--- src/rtl/fp_decoder_if.sv ---
// ---------------------------------------------------------------------------
// fp_decoder_if
// Purpose : groups the request/result signals of the 9-bit float to 12-bit
//           two's-complement decoder.
// Signals : in_valid       - conversion request (sampled only while idle)
//           S_in/E_in/F_in - sign, 3-bit exponent, 5-bit significand
//           D_out          - 12-bit two's-complement result, held until next done
//           done           - one-cycle pulse marking D_out/ovf updated
//           busy           - conversion in progress
//           ovf            - result was saturated
// Modports: master drives the request side, slave is the decoder.
// ---------------------------------------------------------------------------
interface fp_decoder_if;
    logic        in_valid;
    logic        S_in;
    logic [2:0]  E_in;
    logic [4:0]  F_in;
    logic [11:0] D_out;
    logic        done;
    logic        busy;
    logic        ovf;

    modport master (
        output in_valid, S_in, E_in, F_in,
        input  D_out, done, busy, ovf
    );

    modport slave (
        input  in_valid, S_in, E_in, F_in,
        output D_out, done, busy, ovf
    );
endinterface

--- src/rtl/fp_decoder.sv ---
// ---------------------------------------------------------------------------
// fp_decoder
// Purpose : sequential converter from the 9-bit float (S, E[2:0], F[4:0]) to
//           a 12-bit two's-complement value D = (-1)^S * F * 2^E. The
//           magnitude is shifted left once per clock under an exponent
//           counter, then sign-applied and saturated in a final cycle.
// Ports   : clk  - rising-edge clock
//           rst  - synchronous active-high reset
//           bus  - fp_decoder_if.slave (request inputs, result outputs)
// Latency : E+2 cycles from the accepting edge to done.
// ---------------------------------------------------------------------------
module fp_decoder (
    input  logic         clk,
    input  logic         rst,
    fp_decoder_if.slave  bus
);

    typedef enum logic [1:0] {
        IDLE  = 2'd0,
        SHIFT = 2'd1,
        FINAL = 2'd2
    } state_t;

    state_t      r_state;
    state_t      w_next;

    logic        r_sign;
    logic [2:0]  r_cnt;
    logic [11:0] r_mag;
    logic [11:0] r_d;
    logic        r_ovf;
    logic        r_done;
    logic [12:0] w_res;

    // Applies the sign to the unsigned magnitude and clamps to the 12-bit
    // two's-complement range. Returns {ovf, value}. A 13-bit signed
    // intermediate holds +/-3968 without wrap; -0 naturally yields 0.
    function automatic logic [12:0] saturate(input logic sign, input logic [11:0] mag);
        logic signed [12:0] val;
        if (sign)
            val = -$signed({1'b0, mag});
        else
            val = $signed({1'b0, mag});
        if (val > 13'sd2047)
            return {1'b1, 12'h7FF};
        else if (val < -13'sd2048)
            return {1'b1, 12'h800};
        else
            return {1'b0, val[11:0]};
    endfunction

    assign w_res = saturate(r_sign, r_mag);

    always_ff @(posedge clk) begin
        if (rst)
            r_state <= IDLE;
        else
            r_state <= w_next;
    end

    always_comb begin
        w_next = r_state;
        case (r_state)
            IDLE:    if (bus.in_valid) w_next = SHIFT;
            SHIFT:   if (r_cnt == 3'd0) w_next = FINAL;
            FINAL:   w_next = IDLE;
            default: w_next = IDLE;
        endcase
    end

    always_ff @(posedge clk) begin
        if (rst) begin
            r_sign <= 1'b0;
            r_cnt  <= 3'd0;
            r_mag  <= 12'd0;
            r_d    <= 12'd0;
            r_ovf  <= 1'b0;
            r_done <= 1'b0;
        end else begin
            r_done <= 1'b0;
            case (r_state)
                IDLE: begin
                    if (bus.in_valid) begin
                        r_sign <= bus.S_in;
                        r_cnt  <= bus.E_in;
                        r_mag  <= {7'b0, bus.F_in};
                    end
                end
                SHIFT: begin
                    // Max 31 << 7 = 3968 fits 12 unsigned bits; nothing is lost.
                    if (r_cnt != 3'd0) begin
                        r_mag <= r_mag << 1;
                        r_cnt <= r_cnt - 3'd1;
                    end
                end
                FINAL: begin
                    r_ovf  <= w_res[12];
                    r_d    <= w_res[11:0];
                    r_done <= 1'b1;
                end
                default: ;
            endcase
        end
    end

    assign bus.D_out = r_d;
    assign bus.ovf   = r_ovf;
    assign bus.done  = r_done;
    assign bus.busy  = (r_state != IDLE);

endmodule

--- src/flat_wrapper.sv ---
// flat-port wrapper written by rule: the top's interface ports become plain ports
module fp_decoder_flat 
  (clk, rst, bus_in_valid, bus_S_in, bus_E_in, bus_F_in, bus_D_out, bus_done, bus_busy, bus_ovf);
  fp_decoder_if bus_i ();
  input  logic clk;
  input  logic rst;
  input wire logic [$bits(bus_i.in_valid)-1:0] bus_in_valid;
  input wire logic [$bits(bus_i.S_in)-1:0] bus_S_in;
  input wire logic [$bits(bus_i.E_in)-1:0] bus_E_in;
  input wire logic [$bits(bus_i.F_in)-1:0] bus_F_in;
  output wire logic [$bits(bus_i.D_out)-1:0] bus_D_out;
  output wire logic [$bits(bus_i.done)-1:0] bus_done;
  output wire logic [$bits(bus_i.busy)-1:0] bus_busy;
  output wire logic [$bits(bus_i.ovf)-1:0] bus_ovf;
  assign bus_i.in_valid = bus_in_valid;
  assign bus_i.S_in = bus_S_in;
  assign bus_i.E_in = bus_E_in;
  assign bus_i.F_in = bus_F_in;
  assign bus_D_out = bus_i.D_out;
  assign bus_done = bus_i.done;
  assign bus_busy = bus_i.busy;
  assign bus_ovf = bus_i.ovf;
  fp_decoder u_core (.clk(clk), .rst(rst), .bus(bus_i));
endmodule
--- config.mk ---
export PLATFORM = sky130hd
export DESIGN_NAME = fp_decoder_flat
export DESIGN_NICKNAME = d
export VERILOG_FILES = /design/src/rtl/fp_decoder_if.sv /design/src/rtl/fp_decoder.sv /design/src/flat_wrapper.sv
export SDC_FILE = /design/constraint.sdc
export NUM_CORES = 1
export LEC_CHECK = 0
export BUFFER_PORTS_ARGS = -buffer_cell sky130_fd_sc_hd__buf_4
export CORE_UTILIZATION = 56
export DETAILED_ROUTE_END_ITERATION = 8
export PLACE_DENSITY = 0.82
export SKIP_LAST_GASP = 1
export SLEW_MARGIN = 20
export SYNTH_ARGS = -nofsm -noshare
export SYNTH_HDL_FRONTEND = slang
export SYNTH_SLANG_ARGS = --single-unit
--- constraint.sdc ---
create_clock -name clk -period 2.9 [get_ports clk]
set_input_delay 0.58 -clock clk [delete_from_list [all_inputs] [get_ports clk]]
set_output_delay 0.58 -clock clk [all_outputs]
set_load 0.05 [all_outputs]
---- Word level (Yosys, flattened, before mapping) ----
Cells that the tools add are included.
Widths: inputs -> output; s select.
storage, ports and cells
  bits in registers ....................... 32
  latch bits .............................. 0
  bits in writable memories ............... 0
  memory bits (read-only) ................. 0
  bits of input ports ..................... 12
  output and inout bits ................... 15
  logic and storage cells ................. 37
  memories kept ........................... 0
cells by class
  $add $sub $neg .......................... 2
  multiply operators ...................... 0
  divide/modulo/power cells ............... 0
  order comparisons ....................... 2
  equal/unequal tests ..................... 5
  shifts and indexed selects .............. 0
  muxes and demuxes ....................... 13
  bitwise operators ....................... 0
  reductions and logical operators ........ 8
operators with widths
  kind                  count
  $mux 13               3
  $mux 12               2
  $pmux 12 s2           1
  $gt 13x12->1 const B  1
  $lt 13x12->1 const B  1
  $neg 12->13           1
  $mux 3                2
  $pmux 3 s2            1
  $mux 2                2
  $ne 2x1->1 const B    2
  $pmux 2 s2            1
  $reduce_and 2->1      2
  $reduce_bool 2->1     2
  $logic_not 3->1       1
  $reduce_and 3->1      1
  $reduce_bool 3->1     1
  $sub 3x1->3 const B   1
  $eq 2x1->1 const B    1
  $eq 2x2->1 const B    1
  $logic_not 2->1       1
  $ne 2x2->1 const B    1
  $mux 1                1

---- Logic depth before layout (Yosys ltp) ----
  depth in word-level cells ............... 5
  depth in mapped cells ................... 9
  gate-level depth less buffers ........... 7

---- Least setup slack after synthesis ----
No wires, ideal clock.
  path kind ............................... register to register
  start point ............................. reg u_core.r_mag[1]
  end point ............................... reg u_core.r_d[6] (netlist: u_core.bus.D_out[6])
  arrival ................................. 1.931 ns
  data required time ...................... 2.826 ns
  slack ................................... 0.895 ns
  stages on the path, launching flop included .. 10
  period minus slack after synthesis ...... 2.005 ns
  cells stage by stage .................... dfxtp_1 > inv_1 > ha_1 > or3b_1 > buf_2 > or2_1 > buf_2 > o31ai_4 > o21ai_1 > a31oi_1
between the ends
  longest elaborated chain between the ends .. 5
  elaborated cells on any way between the ends .. 6
  classes of those cells .................. 1 x add/sub; 2 x order compare; 3 x mux
ends and longest elaborated chain
  element                   RTL line          text
  start: declaration        fp_decoder.sv:29  logic [11:0] r_mag;
  start signal: assignment  fp_decoder.sv:86  r_mag <= {7'b0, bus.F_in};
  start signal: assignment  fp_decoder.sv:92  r_mag <= r_mag << 1;
  $neg 12->13               fp_decoder.sv:41  val = -$signed({1'b0, mag});
  $mux 13 (*)               fp_decoder.sv:40  if (sign)
  $lt 13x12->1              fp_decoder.sv:46  else if (val < -13'sd2048)
  $mux 13                   fp_decoder.sv:46
  $mux 13 (*)               fp_decoder.sv:44  if (val > 13'sd2047)
  end signal: assignment    fp_decoder.sv:98  r_d <= w_res[11:0];
  end: declaration          fp_decoder.sv:30  logic [11:0] r_d;
Mark *: on every way between the ends. The rest lies on a longest branch, timed or not.
A chain may end at the register's enable or synchronous reset.

---- Worst setup path in the final report ----
  start point ............................. reg u_core.r_mag[1]
  end point ............................... reg u_core.r_d[2] (netlist: u_core.bus.D_out[2])
Same word-level chain as after synthesis.

==> results.toml <==
[status]
status = "complete, but fails checks"
violations = "DRC"

[synth]
yosysSeqAreaShare_pct = 36.6
synth_area_mm2 = 0.00175
syn-num-nets = 239
synth_area_leader_cell = "dfxtp_1"
ys.flop_type = "dfxtp_1"
yosys_warnings = 0
synth_seq_cells = 32
synth_edf_count = 0
syn-instance-count = 224
synth_cell_types = 46
ys_async_sr_fraction_pct = 0
yosysTopAreaCellShare_pct = 36.6
synth_area_per_cell_um2 = 7.81
synth_area_leaders = "dfxtp_1 37%, o21ai_0 5.7%, nor2_1 5.6%"

[timing]
finalHoldViolCount = 0
maxSlewHeadroom_pct = 55.9
rsz0062_at_grt = "no"
fin_tns_setup_ns = 0
slew_viol_final = 0
setup_viol_count_final = 0
fmax_mhz = 444
final.min_clock_period_ns = 2.25
fin_worst_skew_ns = 0.0112
worstMarginPinSlew_ns = 0.661
period_share_pct = 77.7

[grt]
grt_pass1_wl_um = 6990
grt_pass1_vias = 1577
grt_max_degree = 19
antenna_found_initial = 0
track_usage_pct = 27.4
grt_overflow = 0

[worst_setup_path]
critPathLaunchType = "flip-flop"
cp-end-kind = "flip-flop"
crit_type = "reg -> reg"
critPathArrivalTime_ns = 2.52
critPathMaxFanout = 10
r2r_cells = 7
crit_slowest_cell = "or3b_1"
crit_chain = "inv_1 -> ha_1 -> or3b_1 -> or2_1 -> o31ai_4 -> o21ai_0 -> a21oi_1"
cpPeakStageDelay_ns = 0.43
required_ns = 3.17

[route]
routed_wl_um = 4060
antenna_left = 0
first_pass_iters = 6
vias = 1722
dr.first_iter.drc_count = 97
remaining_drc_errors = 3
wl_per_cell_um = 14.6
vias_per_cell = 6.19

[clock_network]
post_cts_buffers = 0
cts-root-buf = "clkbuf_4"
clkSinkCount = 32
worstSkewPairLatency_ns = 0.34
clock_path_buffers = 2
cts_inserted_buffers = 5
cts.clk_slew.worst_paths_ns = 0.10
post_cts_resized = 0
cts_tree = "built"
hold_buffers = 0
h-tree-depth = 2

[die]
die_w_um = 57.9
core_mm2 = 0.00285
ioPinCount = 27
rows = 19
die-height_um = 57.9
die_area_mm2 = 0.00335
start_util_pct = 61.3

[placed_design]
dpl_cell_area_mm2 = 0.00195
dpl.cell_count = 270
place.gp.congestion = 0.927
io_buffers = 26
place_hpwl_um = 2890

[min_path]
hold_depth = 2
hp-class = "reg -> reg"

[layout]
antenna_cells = 0
drive_above_1_share_pct = 17.4
finalNonFillerCells = 278
fin_util_pct = 70.5
final_nets = 261
syn_to_final_growth_pct = 15.0
final_area_mm2 = 0.00201

[power_and_ir_drop]
pwr_density_cell_mw_per_mm2 = 592
peakVddDrop_mv = 0.409
p_leak_nw = 0.842

[run]
cap_violations = 0
[layer usage]
layer | share of wire (%) | global-route usage (%)
met1 | 46 | 34.5
met2 | 45 | 41.9
met4 | 3.8 | 16.3
met5 | 0 | 0
met3 | 5.1 | 7.37
[state kept, by name, indices dropped and copies added (netlist names)]
signal	count
u_core.bus.D_out	12
u_core.r_state	2
u_core.r_cnt	3
u_core.bus.done	1
u_core.r_sign	1
u_core.r_mag	12
u_core.bus.ovf	1
[layout make-up]
| cell class | instances | area (um^2) |
|---|---|---|
| Sequential cell | 32 | 641 |
| Multi-Input combinational cell | 169 | 1020 |
| Tap cell | 31 | 38.8 |
| Clock inverter | 2 | 10.0 |
| Clock buffer | 6 | 51.3 |
| Fill cell | 255 | 841 |
| Inverter | 9 | 33.8 |
| Timing Repair Buffer | 29 | 218 |
[cells in the mapped netlist (2+ instances only)]
cell	instances
a22o_1	7
o41ai_1	2
nand2b_1	4
o21ai_0	20
mux2i_1	4
inv_1	9
or2_2	3
o31a_1	2
nand3_1	6
o31ai_1	2
dfxtp_1	32
a31oi_1	6
a21oi_1	18
o21ai_1	5
nor2b_1	5
buf_2	2
a221o_1	2
xor2_1	2
xnor2_1	4
nor3_1	2
ha_1	3
clkbuf_1	11
nor3b_1	2
nor2_1	26
a32oi_1	2
or3_1	2
nand2_1	22
[per-stage QoR]
step	setup slack, ns	hold slack [ns]	power [W]
6_report	0.647	0.464	0.00119
5_1_grt	0.525	0.473	0.00127
4_1_cts	0.689	0.472	0.00120
3_5_place_dp	0.736	0.448	0.000926
3_3_place_gp	0.755	0.438	0.000920
2_1_floorplan	0.895	0.425	0.000833
[path summary, 6_finish.rpt]
kind	from	end	slack (ns)
setup / recovery	u_core.r_mag[1]$_SDFFE_PP0P_	u_core.bus.D_out[2]$_SDFFE_PP0P_	0.65
hold / removal	u_core.r_cnt[1]$_SDFFE_PP0P_	u_core.r_cnt[1]$_SDFFE_PP0P_	0.46
setup reg to reg	u_core.r_mag[1]$_SDFFE_PP0P_	u_core.bus.D_out[2]$_SDFFE_PP0P_	0.65
hold reg to reg	u_core.r_cnt[1]$_SDFFE_PP0P_	u_core.r_cnt[1]$_SDFFE_PP0P_	0.46
[power by group]
group / internal, W / switching, W
registers: 0.000476 / 0.0000415
logic: 0.000150 / 0.000255
clock network: 0.000115 / 0.000153
total: 0.000741 / 0.000450
[worst max-delay path, delay by kind of cell, from the launching register on]
kind                     cells  cell delay [ns]
AND/OR/NAND/NOR              2             0.78
AO/OA/AOI/OAI                3             0.73
flip-flops                   1             0.37
adder cells (fa/ha/maj)      1             0.16
buffers and inverters        1             0.13
[placed cells by master, fill, tap and decap left out, types with 3 or more instances in the layout]
master    count
clkbuf_4      5
nor2_1       26
ha_1          3
a22o_1        7
a31oi_1       6
nor2b_1       5
buf_4        29
xnor2_1       4
mux2i_1       4
o21ai_1       5
o21ai_0      20
nand3_1       6
dfxtp_1      32
nand2_1      22
or2_2         3
nand2b_1      4
inv_1         9
a21oi_1      18
[cells by family after synthesis]
logic type / Yosys count / synth area share [%]
and+or+nand+nor: 78 / 21.2
AOI/OAI and AO/OA: 77 / 29.0
DFF: 32 / 36.6
buffers and inverters: 23 / 5.08
xor gates and xnor gates: 6 / 3.00
muxes: 5 / 2.93
adders and majority gates: 3 / 2.15
(Power assumes the default switching activity.)
